## config.mk

```make
export PLATFORM = sky130hd
export DESIGN_NAME = counter_mod_n_ctrl_flat
export DESIGN_NICKNAME = d
export VERILOG_FILES = /design/src/rtl/counter_mod_n_ctrl_pkg.sv /design/src/rtl/counter_mod_n_ctrl_if.sv /design/src/rtl/counter_mod_n_ctrl_next_value.sv /design/src/rtl/counter_mod_n_ctrl.sv /design/src/flat_wrapper.sv
export SDC_FILE = /design/constraint.sdc
export NUM_CORES = 1
export LEC_CHECK = 0
export BUFFER_PORTS_ARGS = -buffer_cell sky130_fd_sc_hd__buf_2
export CAP_MARGIN = 10
export CORE_AREA = 2 2 39 41
export DETAILED_ROUTE_END_ITERATION = 8
export DIE_AREA = 0 0 41 43
export SETUP_SLACK_MARGIN = 0.4
export SLEW_MARGIN = 20
export SYNTH_ARGS = -nofsm -noshare
export SYNTH_HDL_FRONTEND = slang
export SYNTH_SLANG_ARGS = --single-unit
```

## constraint.sdc

```tcl
create_clock -name clk -period 1.8 [get_ports clk]
set_clock_uncertainty 0.2 [all_clocks]
set_input_delay 0.09 -clock clk [delete_from_list [all_inputs] [get_ports clk]]
set_output_delay 0.09 -clock clk [all_outputs]
set_load 0.01 [all_outputs]
```

## src/rtl/counter_mod_n_ctrl_pkg.sv

```systemverilog
// Shared state encoding and direction constants for the mod-N counter slice.
package counter_pkg;

  typedef enum logic [1:0] {
    ST_IDLE = 2'd0,
    ST_RUN  = 2'd1,
    ST_HOLD = 2'd2
  } state_e;

  localparam logic DIR_DOWN = 1'b0;
  localparam logic DIR_UP   = 1'b1;

endpackage

```

## src/rtl/counter_mod_n_ctrl_if.sv

```systemverilog
// Control/status bundle between the microwave control FSM and one counter digit.
interface counter_mod_n_ctrl_if #(
  parameter int unsigned WIDTH = 3
);

  logic             en;
  logic             up;
  logic             recycle;
  logic             clear;
  logic             load;
  logic [WIDTH-1:0] load_value;
  logic [WIDTH-1:0] count;
  logic             tc;
  logic             busy;
  logic             done;

  modport master (
    output en, up, recycle, clear, load, load_value,
    input  count, tc, busy, done
  );

  modport slave (
    input  en, up, recycle, clear, load, load_value,
    output count, tc, busy, done
  );

endinterface

```

## src/rtl/counter_mod_n_ctrl_next_value.sv

```systemverilog
// Combinational step for a 0..MAX_VALUE counter: terminal detect plus wrapped/held successor.
module counter_next_value
  import counter_pkg::*;
#(
  parameter int unsigned WIDTH     = 3,
  parameter int unsigned MAX_VALUE = 7
) (
  input  logic [WIDTH-1:0] count,
  input  logic             up,
  input  logic             recycle,
  output logic [WIDTH-1:0] next_count,
  output logic             at_terminal
);

  localparam logic [WIDTH-1:0] MAX_V = WIDTH'(MAX_VALUE);

  always_comb begin
    at_terminal = (up == DIR_UP) ? (count == MAX_V) : (count == '0);
    next_count  = count;
    if (at_terminal) begin
      if (recycle) begin
        next_count = (up == DIR_UP) ? '0 : MAX_V;
      end
    end else if (up == DIR_UP) begin
      next_count = count + WIDTH'(1);
    end else begin
      next_count = count - WIDTH'(1);
    end
  end

endmodule

```

## src/rtl/counter_mod_n_ctrl.sv

```systemverilog
// Up/down mod-N counter digit with wrap/saturate modes, load/clear and IDLE/RUN/HOLD control.
module counter_mod_n_ctrl
  import counter_pkg::*;
#(
  parameter int unsigned WIDTH     = 3,
  parameter int unsigned MAX_VALUE = 7
) (
  input  logic                  clk,
  input  logic                  reset,
  counter_mod_n_ctrl_if.slave   bus
);

  localparam logic [WIDTH-1:0] MAX_V = WIDTH'(MAX_VALUE);

  state_e           state_q, state_d;
  logic [WIDTH-1:0] count_q, count_d;
  logic [WIDTH-1:0] next_count;
  logic             at_terminal;

  counter_next_value #(
    .WIDTH     (WIDTH),
    .MAX_VALUE (MAX_VALUE)
  ) u_next (
    .count       (count_q),
    .up          (bus.up),
    .recycle     (bus.recycle),
    .next_count  (next_count),
    .at_terminal (at_terminal)
  );

  always_ff @(posedge clk or negedge reset) begin
    if (!reset) begin
      state_q <= ST_IDLE;
      count_q <= '0;
    end else begin
      state_q <= state_d;
      count_q <= count_d;
    end
  end

  always_comb begin
    state_d = state_q;
    count_d = count_q;
    if (bus.clear) begin
      state_d = ST_IDLE;
      count_d = '0;
    end else if (bus.load) begin
      state_d = ST_IDLE;
      // compared at 32 bits so the clamp stays lint-quiet when MAX_VALUE is all-ones
      count_d = (32'(bus.load_value) > MAX_VALUE) ? MAX_V : bus.load_value;
    end else begin
      case (state_q)
        ST_IDLE, ST_RUN: begin
          if (bus.en) begin
            if (at_terminal && !bus.recycle) begin
              state_d = ST_HOLD;
            end else begin
              state_d = ST_RUN;
              count_d = next_count;
            end
          end
        end
        default: ;
      endcase
    end
  end

  // reset gates tc so a down-counting enabled digit reports no carry while held in reset
  assign bus.tc    = reset & bus.en & at_terminal & (state_q != ST_HOLD);
  assign bus.count = count_q;
  assign bus.busy  = (state_q == ST_RUN);
  assign bus.done  = (state_q == ST_HOLD);

endmodule

```

## src/flat_wrapper.sv

```systemverilog
// flat-port wrapper written by rule: the top's interface ports become plain ports
module counter_mod_n_ctrl_flat import counter_pkg::*;
#(
  parameter int unsigned WIDTH     = 3,
  parameter int unsigned MAX_VALUE = 7
)
  (clk, reset, bus_en, bus_up, bus_recycle, bus_clear, bus_load, bus_load_value, bus_count, bus_tc, bus_busy, bus_done);
  counter_mod_n_ctrl_if #(.WIDTH(WIDTH)) bus_i ();
  input  logic clk;
  input  logic reset;
  input wire logic [$bits(bus_i.en)-1:0] bus_en;
  input wire logic [$bits(bus_i.up)-1:0] bus_up;
  input wire logic [$bits(bus_i.recycle)-1:0] bus_recycle;
  input wire logic [$bits(bus_i.clear)-1:0] bus_clear;
  input wire logic [$bits(bus_i.load)-1:0] bus_load;
  input wire logic [$bits(bus_i.load_value)-1:0] bus_load_value;
  output wire logic [$bits(bus_i.count)-1:0] bus_count;
  output wire logic [$bits(bus_i.tc)-1:0] bus_tc;
  output wire logic [$bits(bus_i.busy)-1:0] bus_busy;
  output wire logic [$bits(bus_i.done)-1:0] bus_done;
  assign bus_i.en = bus_en;
  assign bus_i.up = bus_up;
  assign bus_i.recycle = bus_recycle;
  assign bus_i.clear = bus_clear;
  assign bus_i.load = bus_load;
  assign bus_i.load_value = bus_load_value;
  assign bus_count = bus_i.count;
  assign bus_tc = bus_i.tc;
  assign bus_busy = bus_i.busy;
  assign bus_done = bus_i.done;
  counter_mod_n_ctrl #(.WIDTH(WIDTH), .MAX_VALUE(MAX_VALUE)) u_core (.clk(clk), .reset(reset), .bus(bus_i));
endmodule
```

==> results of run 1 <==
[repair_timing]
action | 4_1_cts | 5_1_grt
pin swaps | 3 | 2
setup endpoints to repair | 6 | 6
hold buffers | 6 | 0
endpoints found under the hold margin | 7 | 0
buffers inserted | 0 | 4
resized for setup | 2 | 4
[through the flow]
step / power (mW) / setup WS, ps
after floorplan: 0.2159 / -125.2
after global placement: 0.2675 / -73.64
after detailed placement: 0.2708 / -153.1
after CTS: 0.4207 / -131.0
after global routing: 0.4698 / -164.3
final: 0.4412 / -105.4
[worst min-delay path by stage]
stage | startpoint | end | cells past startpoint
after CTS | bus_load | u_core.bus.count[0] | 3
after global placement | reset | u_core.state_q[0] | 1
after floorplan | reset | u_core.bus.count[0] | 0
final | reset | u_core.state_q[1] | 2
after detailed placement | reset | u_core.state_q[1] | 1
after global routing | reset | u_core.state_q[1] | 2
[cells in the final DEF, fill, tap and decap left out, types with 2 or more instances in the layout]
| cell type | n |
|---|---|
| dlygate4sd3_1 | 6 |
| inv_2 | 2 |
| nor2_1 | 5 |
| a21oi_1 | 2 |
| dfrtp_2 | 3 |
| o21ai_0 | 3 |
| buf_2 | 15 |
| nand2_1 | 2 |
| clkbuf_4 | 3 |
| buf_4 | 8 |
| dfrtp_1 | 2 |
| nor3_1 | 3 |
| inv_1 | 2 |
| nor2b_1 | 2 |
| a21o_1 | 2 |
[flip-flops by register name, indices dropped and copies added (netlist names)]
register,flops
u_core.bus.count,3
u_core.state_q,2
[cells by family (layout without fill, tap and decap cells)]
kind of cell	after synthesis	count (layout)	share of synthesized area
simple gates	21	21	0.2958
compound gates	14	14	0.2378
flops	5	5	0.3049
buf+inv	5	38	0.06401
fa+ha+maj	1	1	0.04878
xor+xnor	1	1	0.02135
mux	1	1	0.02744
[power by group through the flow]
stage          Combinational [mW]  Clock (mW)  Sequential, mW
2_1_floorplan              0.0725           0           0.143
3_3_place_gp                0.135           0           0.133
3_5_place_dp                0.138           0           0.133
4_1_cts                     0.155       0.134           0.132
5_1_grt                     0.194       0.142           0.134
6_report                    0.177       0.131           0.133
[final cells by class]
class                           instances  area [um2]
Clock buffer                            4       26.28
Fill cell                             140       686.9
Inverter                                4       15.01
Multi-Input combinational cell         38       300.3
Sequential cell                         5       128.9
Tap cell                               16       20.02
Timing Repair Buffer                   30       206.4
[synthesized netlist by cell type, types with 2 or more instances]
library cell,number,area share
dfrtp_1,5,0.30
nor2_1,5,0.046
inv_1,4,0.037
nor3_1,4,0.049
o21ai_0,3,0.037
a21o_1,2,0.037
a21oi_1,2,0.024
nand2_1,2,0.018
nor2b_1,2,0.030
[metal layers]
layer / up-vias / part of all wire
met2: 17 / 0.50
met4: 0 / 0.0049
met3: 2 / 0.060
met5: - / 0
met1: 233 / 0.43
li1: 240 / -
[critical path, cell delays in order (launching register included)]
cell     delay [ps]
dfrtp_2         400
buf_4           160
nor4_4          290
buf_4           160
o21ba_4         150
o21ai_1         110
mux2_4          310
==> flow_summary.ini, run 1 <==
[run_status]
outcome = finished, violations left
violations = negative setup slack

[grt]
grt.total_usage = 0.1426
grt_start_max_net_pins = 9
grt_busiest_layer = met2
grt-ovfl-total = 0
antenna_found_initial = 0
first_global_vias = 409
met2_usage = 0.2125
grt_pass1_wl_um = 1676
use_met3 = 0.06283
gr-usage-met1 = 0.1711

[final_layout]
layout.nets = 93
stdcell_area_um2 = 696.9
n_antenna_cell = 0
drive_gt1_frac = 0.5062
fin_cells = 97
areaGrowthSynthToFinish_pct = 69.82
utilization = 0.5036

[clock_network]
cts_buffers = 3
cts.reportedPaths.clkPinSlew_ps = 50
cts_buffer_depth = 2
htreeDepth = 1
cts_root_buffer = clkbuf_4
cts_sinks = 5
tritoncts = done
insertion_delay_ps = 250

[floorplan]
io_pins = 16
die_w_um = 41
start_util = 0.2966
core-area_um2 = 1384
rows = 14
dieArea_um2 = 1763
die_h_um = 43

[place]
place_hpwl_um = 771.2
place.gp.congestion = 0.7505
placed_area_um2 = 546.8
place_inst = 83
port_buffers = 15

[detailed_routing]
avgRoutedWirePerCell_um = 12.52
via_count = 492
drtPass1Iterations = 5
ant_nets = 0
vias_per_cell = 5.072
drt_iter0_markers = 6
routed_wl_um = 1214
drc = 0

[logic_synthesis]
syn-instance-count = 48
synth-seq-area-share = 0.3049
synthFlopType = dfrtp_1
async_flop_share = 1.000
synth_edf_count = 0
ys_seq_elements = 5
syn-cell-area_um2 = 410.4
synthDistinctLibCells = 28
synth_nets = 59
yosysWarnings = 0
syn-mean-instance-area_um2 = 8.550

[timing]
tightest_slew_ps = 266.7
setup_viol = 3
period_share = 1.059
maxSlewViolCount = 0
fmax_mhz = 524.8
fin_ws_ps = -105.4
period_needed_ps = 1905
max_slew_margin = 0.8210
whs_ps = 39.58
rsz0062_at_grt = true
hold_violations = 0
setup_tns_ps = -184.8

[setup_path]
r2r-start = u_core.bus.count[1]
crit_path_max_fanout = 6
crit_start = u_core.bus.count[1]
end_kind = flip-flop
worstSetupPathType = flip-flop to flip-flop
ff2ff_path_depth = 6
rrSetupSlack_ps = -110
r2r_end = u_core.bus.count[1]
cp.required_ps = 1720
crit_arrival_ps = 1830
endpoint = u_core.bus.count[1]
start_kind = flip-flop

[power]
p_leak_nw = 0.3427
p_per_area_nw_per_um2 = 633.0
pwr-share-comb = 0.402
power.share.clock = 0.298
peakVddDrop_uv = 335.8
power_switching_share = 0.3166
p_switching_uw = 139.7
p_int_uw = 301.5
seq_power_share = 0.300

[job]
maxCapViolations = 0

[worst_hold_path]
min_path_type = input pin to async pin
(Power assumes the default switching activity.)
==> run 2: changes to the inputs <==
Settings changed: ABC_AREA set to 1, BUFFER_PORTS_ARGS -buffer_cell sky130_fd_sc_hd__buf_2 to unset, DONT_BUFFER_PORTS set to 1, SLEW_MARGIN 20 to 25.
==> run 2 against run 1 <==
Effect of this change: the run now ends clean; cell count fell by 9.3%; design area is 16% lower; sequential cell count did not move; critical endpoint unchanged.
==> flow_summary.ini, run 2 <==
[clock_network]
cts.reportedPaths.clkPinSlew_ps = 50
cts_root_buffer = clkbuf_4
cts_buffer_depth = 2
cts_sinks = 5
cts_buffers = 3
htreeDepth = 1
insertion_delay_ps = 240
tritoncts = done

[logic_synthesis]
synth_top_family_by_area = simple AND/OR/NAND/NOR gates
synth.area.top_cells = dfrtp_1, nand2_1, inv_1, nor2_1, nand2_4
syn-mean-instance-area_um2 = 7.150
synth-seq-area-share = 0.3125
yosysWarnings = 0
synth_mux_area_frac = 0
async_flop_share = 1.000
synth_adder_area_share = 0.05000
synth_top_cell_by_area = dfrtp_1
synth_compound_area_frac = 0.1375
syn-instance-count = 56
ys_seq_elements = 5
synth_common_cells = nand2_1, inv_1, nor2_1
syn-cell-area_um2 = 400.4
synth_edf_count = 0
synth_nets = 67
synthFlopType = dfrtp_1
yosysMostFrequentCell = nand2_1
synthDistinctLibCells = 18
synth_xor_area_frac = 0
yosysTopAreaCellShare = 0.3125
yosys.area_share.simple = 0.4063

[power]
pwr-share-comb = 0.317
power_uw = 399.0
p_leak_nw = 0.2869
power_switching_share = 0.3307
p_per_area_nw_per_um2 = 678.4
p_switching_uw = 131.9
p_int_uw = 267.0
seq_power_share = 0.354
power.share.clock = 0.330
peakVddDrop_uv = 205.4

[floorplan]
core-area_um2 = 1384
start_util = 0.2893
dieArea_um2 = 1763
rows = 14
die_w_um = 41
die_h_um = 43
io_pins = 16

[detailed_routing]
ant_nets = 0
vias_per_cell = 4.557
drc = 0
avgRoutedWirePerCell_um = 10.78
drtPass1Iterations = 4
via_count = 401
routed_wl_um = 949
drt_iter0_markers = 3

[run_status]
outcome = finished clean

[setup_path]
cp_slowest_cell = fa_2
slowest_delay_ps = 530
crit_arrival_ps = 1550
end_kind = flip-flop
start_kind = flip-flop
crit_top_cell = nand2_1
cp.required_ps = 1730
worstSetupPathType = flip-flop to flip-flop
crit_path_max_fanout = 5
path_cells = inv_2 > fa_2 > nand2_1 > nand2_1 > a21oi_1 > nand2_1 > o21ai_2

[grt]
grt-ovfl-total = 0
first_global_vias = 393
grt_start_max_net_pins = 7
antenna_found_initial = 0
grt_pass1_wl_um = 1469
grt.total_usage = 0.1232

[timing]
max_slew_margin = 0.7510
setup_viol = 0
maxSlewViolCount = 0
rsz0062_at_grt = true
hold_violations = 0
setup_tns_ps = 0
period_needed_ps = 1620
fmax_mhz = 617.4
period_share = 0.8998
tightest_slew_ps = 372.1

[job]
maxCapViolations = 0

[final_layout]
fin_cells = 88
n_antenna_cell = 0
layout.nets = 84
largest_reg_flops = 3
final_common_cell = nand2_1
areaGrowthSynthToFinish_pct = 46.87
drive_gt1_frac = 0.3472
layout_common_cells = nand2_1, dlygate4sd3_1, nor2_1

[worst_hold_path]
min_path_type = input pin to flip-flop

[place]
place.gp.congestion = 0.7766
port_buffers = 0
place_hpwl_um = 628.5
place_inst = 73
[run 2: final timing paths]
kind / from / to / slack [ps] / cells after the start
max: u_core.bus.count[0] / u_core.bus.count[1] / 180 / 7
min: bus_up / u_core.bus.count[2] / 20 / 5
max reg2reg: u_core.bus.count[0] / u_core.bus.count[1] / 180 / 7
min reg2reg: u_core.bus.count[1] / u_core.bus.count[1] / 370 / 2
max in group asynchronous: reset / u_core.bus.count[2] / 720 / 2
min in group asynchronous: reset / u_core.state_q[1] / 470 / 2
[run 2: cells by family (layout without fill, tap and decap cells)]
| group | after synthesis | in the layout |
|---|---|---|
| and+or+nand+nor | 32 | 32 |
| adders and majority gates | 1 | 1 |
| DFF | 5 | 5 |
| buffers and inverters | 10 | 26 |
| AOI/OAI and AO/OA | 8 | 8 |
[run 2: routing by layer]
layer / up-vias / wire length (um) / GRT usage / share of wire
li1: 205 / - / - / -
met1: 182 / 424 / 0.1475 / 0.45
met2: 14 / 456 / 0.2000 / 0.48
met5: - / 0 / 0 / 0
met4: 0 / 0 / 0.06000 / 0
met3: 0 / 69 / 0.02094 / 0.073
[run 2: layout make-up]
cell class | count | area [um2]
flip-flops and latches | 5 | 127.6
fillers | 149 | 795.8
multi-input cells | 41 | 260.3
repair buffers | 12 | 116.4
clock buffers | 4 | 26.28
well taps | 16 | 20.02
inverters | 10 | 37.54
[run 2: power groups by stage]
stage                     combinational (mW)  sequential [mW]  clock, mW
final                                  0.126            0.141      0.131
after global routing                   0.141            0.144      0.145
after CTS                              0.117            0.141      0.138
after global placement                0.0889            0.142          0
after floorplan                       0.0723            0.141          0
after detailed placement              0.0905            0.141          0
[run 2: per-stage QoR]
stage / setup slack (ps) / hold WS (ps) / cell area [um2] / util
2_1_floorplan: 246.9 / -405.6 / 401.6 / -
3_3_place_gp: 169.9 / -405.5 / 429.2 / 0.3101
3_5_place_dp: 184.2 / -405.5 / 429.2 / 0.3101
4_1_cts: 182.6 / 18.76 / 565.5 / 0.4087
5_1_grt: 126.7 / 55.63 / 588.1 / 0.4250
6_report: 180.3 / 19.37 / 588.1 / 0.4250
[run 2: timing repair]
item,in CTS,in global routing
buffers inserted,1,1
hold endpoints to repair,10,0
endpoints found under the setup margin,6,6
hold buffers,9,0
pin swaps,6,3
resized for setup,5,5
[run 2: worst max-delay path, delay by kind of cell, from the launching register on]
| kind | cells | cell delay [ps] |
|---|---|---|
| AO/OA/AOI/OAI | 2 | 100 |
| flip-flops | 1 | 440 |
| AND/OR/NAND/NOR | 3 | 170 |
| buffers and inverters | 1 | 70 |
| adder cells (fa/ha/maj) | 1 | 530 |
